## src/rtl/wb_scoreboard.sv

```systemverilog
// wb_scoreboard
//   Drives the single write port of the 32x32 register file and tracks
//   register hazards for the in-order issue stage.
//   - ALU writebacks always win the port. Load / long-latency writebacks
//     use a valid/ready handshake and take the port only when the ALU is idle.
//   - A busy bit per register marks outstanding long-latency destinations.
//     Issue stalls on RAW/WAW hazards against these bits, and also when the
//     outstanding-op limit is reached.
//   - A load writeback that is blocked too long forces issue bubbles until it
//     drains.
//
// Ports
//   CLK, RST                      clock (rising edge), async active-low reset
//   issue_valid/rs1/rs2/rd/rd_we  instruction at issue
//   issue_long                    long-latency op, result returns on ld_wb
//   issue_stall                   hold issue this cycle
//   alu_wb_valid/num/data         ALU writeback, never back-pressured
//   ld_wb_valid/num/data          load writeback request
//   ld_wb_ready                   load writeback accepted this cycle
//   RegWrite/WriteNum/WriteData   register file write port
//   busy                          per-register busy vector, bit 0 always 0
//   err                           sticky protocol error (load with none outstanding)
module wb_scoreboard #(
  parameter int MAX_OUT  = 4,
  parameter int MAX_WAIT = 3
) (
  input  logic        CLK,
  input  logic        RST,
  input  logic        issue_valid,
  input  logic [4:0]  issue_rs1,
  input  logic [4:0]  issue_rs2,
  input  logic [4:0]  issue_rd,
  input  logic        issue_rd_we,
  input  logic        issue_long,
  output logic        issue_stall,
  input  logic        alu_wb_valid,
  input  logic [4:0]  alu_wb_num,
  input  logic [31:0] alu_wb_data,
  input  logic        ld_wb_valid,
  output logic        ld_wb_ready,
  input  logic [4:0]  ld_wb_num,
  input  logic [31:0] ld_wb_data,
  output logic        RegWrite,
  output logic [4:0]  WriteNum,
  output logic [31:0] WriteData,
  output logic [31:0] busy,
  output logic        err
);

  logic [31:0] r_busy;
  logic [2:0]  r_out_cnt;
  logic [3:0]  r_wait_cnt;
  logic        r_err;

  logic        w_ld_hs;
  logic        w_raw1;
  logic        w_raw2;
  logic        w_waw;
  logic        w_full;
  logic        w_force;
  logic        w_acc;
  logic        w_inc;
  logic        w_set;
  logic [31:0] w_busy_nxt;

  // Write port: ALU has absolute priority, load only when the ALU is idle.
  always_comb begin
    ld_wb_ready = ~alu_wb_valid;
    w_ld_hs     = ld_wb_valid & ~alu_wb_valid;
    RegWrite    = alu_wb_valid | w_ld_hs;
    if (alu_wb_valid) begin
      WriteNum  = alu_wb_num;
      WriteData = alu_wb_data;
    end else begin
      WriteNum  = ld_wb_num;
      WriteData = ld_wb_data;
    end
  end

  // Hazard detection looks only at the registered busy vector; a load
  // clearing a register this cycle does not release a dependent instruction
  // until the next cycle.
  always_comb begin
    w_raw1      = r_busy[issue_rs1] & (issue_rs1 != 5'd0);
    w_raw2      = r_busy[issue_rs2] & (issue_rs2 != 5'd0);
    w_waw       = issue_rd_we & r_busy[issue_rd] & (issue_rd != 5'd0);
    w_full      = issue_long & (r_out_cnt == 3'(MAX_OUT));
    w_force     = (r_wait_cnt >= 4'(MAX_WAIT));
    issue_stall = (issue_valid & (w_raw1 | w_raw2 | w_waw | w_full)) | w_force;
    w_acc       = issue_valid & ~issue_stall;
    w_inc       = w_acc & issue_long;
    w_set       = w_inc & issue_rd_we & (issue_rd != 5'd0);
  end

  // Clear is applied before set so a (theoretically impossible) same-index
  // collision leaves the register busy.
  always_comb begin
    w_busy_nxt = r_busy;
    if (w_ld_hs) begin
      w_busy_nxt[ld_wb_num] = 1'b0;
    end
    if (w_set) begin
      w_busy_nxt[issue_rd] = 1'b1;
    end
    w_busy_nxt[0] = 1'b0;
  end

  always_ff @(posedge CLK or negedge RST) begin
    if (!RST) begin
      r_busy <= '0;
    end else begin
      r_busy <= w_busy_nxt;
    end
  end

  // Outstanding long-op counter; a return with nothing outstanding is a
  // protocol violation and latches err.
  always_ff @(posedge CLK or negedge RST) begin
    if (!RST) begin
      r_out_cnt <= '0;
      r_err     <= 1'b0;
    end else begin
      if (w_inc && !w_ld_hs) begin
        r_out_cnt <= r_out_cnt + 3'd1;
      end else if (w_ld_hs && !w_inc && (r_out_cnt != 3'd0)) begin
        r_out_cnt <= r_out_cnt - 3'd1;
      end
      if (w_ld_hs && (r_out_cnt == 3'd0)) begin
        r_err <= 1'b1;
      end
    end
  end

  // Counts cycles a pending load has been refused; saturates.
  always_ff @(posedge CLK or negedge RST) begin
    if (!RST) begin
      r_wait_cnt <= '0;
    end else if (!ld_wb_valid || w_ld_hs) begin
      r_wait_cnt <= '0;
    end else if (r_wait_cnt != 4'hF) begin
      r_wait_cnt <= r_wait_cnt + 4'd1;
    end
  end

  assign busy = r_busy;
  assign err  = r_err;

endmodule

```

## config.mk

```make
export PLATFORM = sky130hd
export DESIGN_NAME = wb_scoreboard
export DESIGN_NICKNAME = d
export VERILOG_FILES = /design/src/rtl/wb_scoreboard.sv
export SDC_FILE = /design/constraint.sdc
export NUM_CORES = 1
export LEC_CHECK = 0
export CAP_MARGIN = 20
export CORE_ASPECT_RATIO = 1.5
export CORE_MARGIN = 2
export CORE_UTILIZATION = 30
export CTS_CLUSTER_SIZE = 8
export DETAILED_ROUTE_END_ITERATION = 16
export PLACE_DENSITY = 0.66
export SLEW_MARGIN = 20
export SYNTH_ARGS = -nofsm -noshare
export SYNTH_HDL_FRONTEND = slang
export SYNTH_SLANG_ARGS = --single-unit
```

## constraint.sdc

```tcl
create_clock -name CLK -period 8.9 [get_ports CLK]
set_input_delay 0.89 -clock CLK [delete_from_list [all_inputs] [get_ports CLK]]
set_output_delay 0.89 -clock CLK [all_outputs]
set_load 0.1 [all_outputs]
```

==> results.json <==
{
  "ys_top_cells_by_count": "o21ai_0 (66), dfrtp_1 (39), mux2_2 (38)",
  "ctsResizeCount": 0,
  "slew_headroom_pct": 32.8,
  "drive_gt1_share_pct": 14.7,
  "min_delay_worst_endpoint": "err$_DFFE_PN0P_",
  "setup_slack_ps": 3490,
  "syn_nets": 425,
  "routed_wl_mm": 12.0,
  "area_delta_synth_final_pct": 59.5,
  "fp-row-count": 46,
  "port_buffers": 167,
  "cts_tree": "built",
  "combPwrFrac_pct": 48.4,
  "critPathMaxFanout": 12,
  "status": "finished, final reports clean",
  "min_period_ps": 5410,
  "final_max_slew_viol_count": 0,
  "dr.pass1.iters": 5,
  "first_iter_violations": 204,
  "fin_util_pct": 48.7,
  "arrival_ps": 4520,
  "wl_per_cell_um": 19.2,
  "grt-ovfl-total": 0,
  "cts_hold_buf": 0,
  "critPathKind": "in2out",
  "instances_no_fill": 628,
  "hold_class": "reg2reg",
  "cts_sinks": 39,
  "slowest_stage": "clkdlybuf4s50_1",
  "yosysMostFrequentCell": "o21ai_0",
  "reg2reg_from": "busy[2]$_DFF_PN0_",
  "fill_cells": 995,
  "dp_hpwl_mm": 9.55,
  "critical_path.startpoint_type": "input port",
  "ant_nets": 0,
  "fmax_mhz": 185,
  "grt_max_degree": 42,
  "use_met2_pct": 37.9,
  "synth_area_per_cell_um2": 9.84,
  "slowest_delay_ps": 1170,
  "fin_skew_ps": 4.85,
  "synth_edf_count": 0,
  "dp.cells": 620,
  "async_reset_ff_share_pct": 100,
  "nNetsFinal": 581,
  "p_int_w": 0.000469,
  "ys_seq_area_share_pct": 30.3,
  "total_leakage_power_nw": 1.96,
  "start_util_pct": 30.5,
  "peakVddDrop_mv": 0.107,
  "root_buffer": "clkbuf_16",
  "cts.clk_slew.worst_paths_ps": 60,
  "synthFlopType": "dfrtp_1",
  "ioPinCount": 169,
  "p_per_area_mw_per_mm2": 164,
  "grtUsageMet1_pct": 21.8,
  "setup_viol": 0,
  "top_usage_layer": "met2",
  "grt_pass1_vias": 3687,
  "synth_area_mm2": 0.00322,
  "synth-seq-cells": 39,
  "rsz0062_at_grt": "no",
  "timing.setup.tns_ps": 0,
  "gp_congestion": 0.859,
  "seqCellArea_um2": 976,
  "die_h_um": 131,
  "cts.htree.levels": 2,
  "diodes": 0,
  "cp.required_ps": 8010,
  "synth_top_area_share_pct": 30.3,
  "hold_viol": 0,
  "synth_top_cell_by_area": "dfrtp_1",
  "hold_path_depth": 1,
  "multi_input_area_mm2": 0.00211,
  "regToRegEndpoint": "r_out_cnt[2]$_DFFE_PN0P_",
  "tightest_slew_ps": 1000,
  "hp-start": "err$_DFFE_PN0P_",
  "yosys_warnings": 0,
  "synthCells": 327,
  "die-area_mm2": 0.0116,
  "grt.met3_usage_pct": 5.21,
  "dp_slack_ps": 3520,
  "avgViaCountPerCell": 5.51,
  "synth_area_leaders": "dfrtp_1 (30%), mux2_2 (13%), o21ai_0 (10%)",
  "cts_buffers": 5,
  "cts.path.max_buffers": 2,
  "clockPowerShare_pct": 24.9,
  "vias": 3461,
  "power.net_switching_w": 0.000371,
  "crit_chain": "clkdlybuf4s50_1 > mux2i_1 > mux4_1 > or3_1 > nand4_2 > or3_1 > nor2_1 > o21ai_0 > clkdlybuf4s50_1",
  "p_seq_share_pct": 26.7,
  "grt_pass1_wl_mm": 18.4,
  "fin_crit_sh_pct": 60.8,
  "antenna_found_initial": 0,
  "rr_worst_depth": 11,
  "core-area_mm2": 0.0105,
  "critPathCaptureType": "output pin",
  "r2r_slack_ps": 5330,
  "synth_cell_types": 53,
  "swShare_pct": 44.2,
  "max_cap_violations": 0,
  "drc": 0,
  "power_w": 0.000840,
  "clock_latency_ps": 290,
  "die_w_um": 88.6,
  "grt_use_total_pct": 20.7,
  "cts_setup_buffers": 0
}
[registers in the layout (all words and copies together) (netlist names)]
signal and count:
r_out_cnt 3, err 1, r_wait_cnt 4, busy 31
[cells by family (layout without fill, tap and decap cells)]
logic type	after synthesis	count (layout)	synth area share (%)
muxes	77	77	30.8
and+or+nand+nor	87	87	15.6
DFF	39	39	30.3
xor gates and xnor gates	1	1	0.272
AOI/OAI and AO/OA	96	96	17.7
adders and majority gates	2	2	1.01
other	1	1	0.117
buffers and inverters	24	181	4.16
[cells in the final DEF, fill, tap and decap left out, types with 3 or more instances in the layout]
cell type,netlist,layout
mux2i_1,26,26
or3_1,6,6
clkbuf_16,0,5
nor2_1,18,18
clkdlybuf4s50_1,0,166
inv_1,5,5
o21ai_0,66,66
dfrtp_1,39,39
nor2b_1,6,6
nand3b_1,10,10
nand3_1,9,9
mux2_2,38,38
nand2_1,13,13
nor3_1,4,4
o22ai_1,4,4
a21oi_1,3,3
o211ai_1,4,4
or3b_2,5,5
or2_2,3,3
mux4_1,5,5
a31oi_1,3,3
mux4_2,7,7
[power groups by stage]
stage / clock, W / sequential (W) / combinational (W)
detailed placement: 0 / 0.000227 / 0.000406
floorplan: 0 / 0.000296 / 0.000211
CTS: 0.000212 / 0.000224 / 0.000408
finish: 0.000209 / 0.000224 / 0.000406
global placement: 0 / 0.000227 / 0.000402
global route: 0.000221 / 0.000228 / 0.000425
[routing by layer]
| layer | wire length (um) | vias up |
|---|---|---|
| met3 | 968 | 34 |
| met5 | 0 | - |
| li1 | - | 1561 |
| met2 | 6460 | 202 |
| met4 | 387 | 0 |
| met1 | 4230 | 1664 |
[layout make-up]
| type | count | share of cell area (%) |
|---|---|---|
| repair buffers | 168 | 32.6 |
| inverters | 5 | 0.366 |
| multi-input cells | 264 | 41.1 |
| clock inverters | 2 | 0.683 |
| flip-flops and latches | 39 | 19.0 |
| well taps | 144 | 3.51 |
| clock buffers | 6 | 2.71 |
[how the worst max path moves through the flow]
stage                            start     endpoint  slack, ps
after floorplan           issue_rs1[1]  issue_stall       3550
after global placement    issue_rs1[1]  issue_stall       3550
after detailed placement  issue_rs1[1]  issue_stall       3520
after CTS                 issue_rs1[1]  issue_stall       3500
after global routing      issue_rs1[1]  issue_stall       3300
final                     issue_rs1[1]  issue_stall       3490
[worst max-delay path, delay by kind of cell]
family | cells | cell delay (ps)
compound gates | 1 | 160
simple gates | 4 | 800
buf+inv | 2 | 2010
mux | 2 | 660
[metrics by stage]
| step | instance area, um2 | hold slack (ps) |
|---|---|---|
| 6_report | 5130 | 458 |
| 2_1_floorplan | 3220 | 535 |
| 3_3_place_gp | 4960 | 443 |
| 5_1_grt | 5130 | 479 |
| 4_1_cts | 5130 | 464 |
| 3_5_place_dp | 4960 | 451 |
Power figures use the tool's default switching activity.
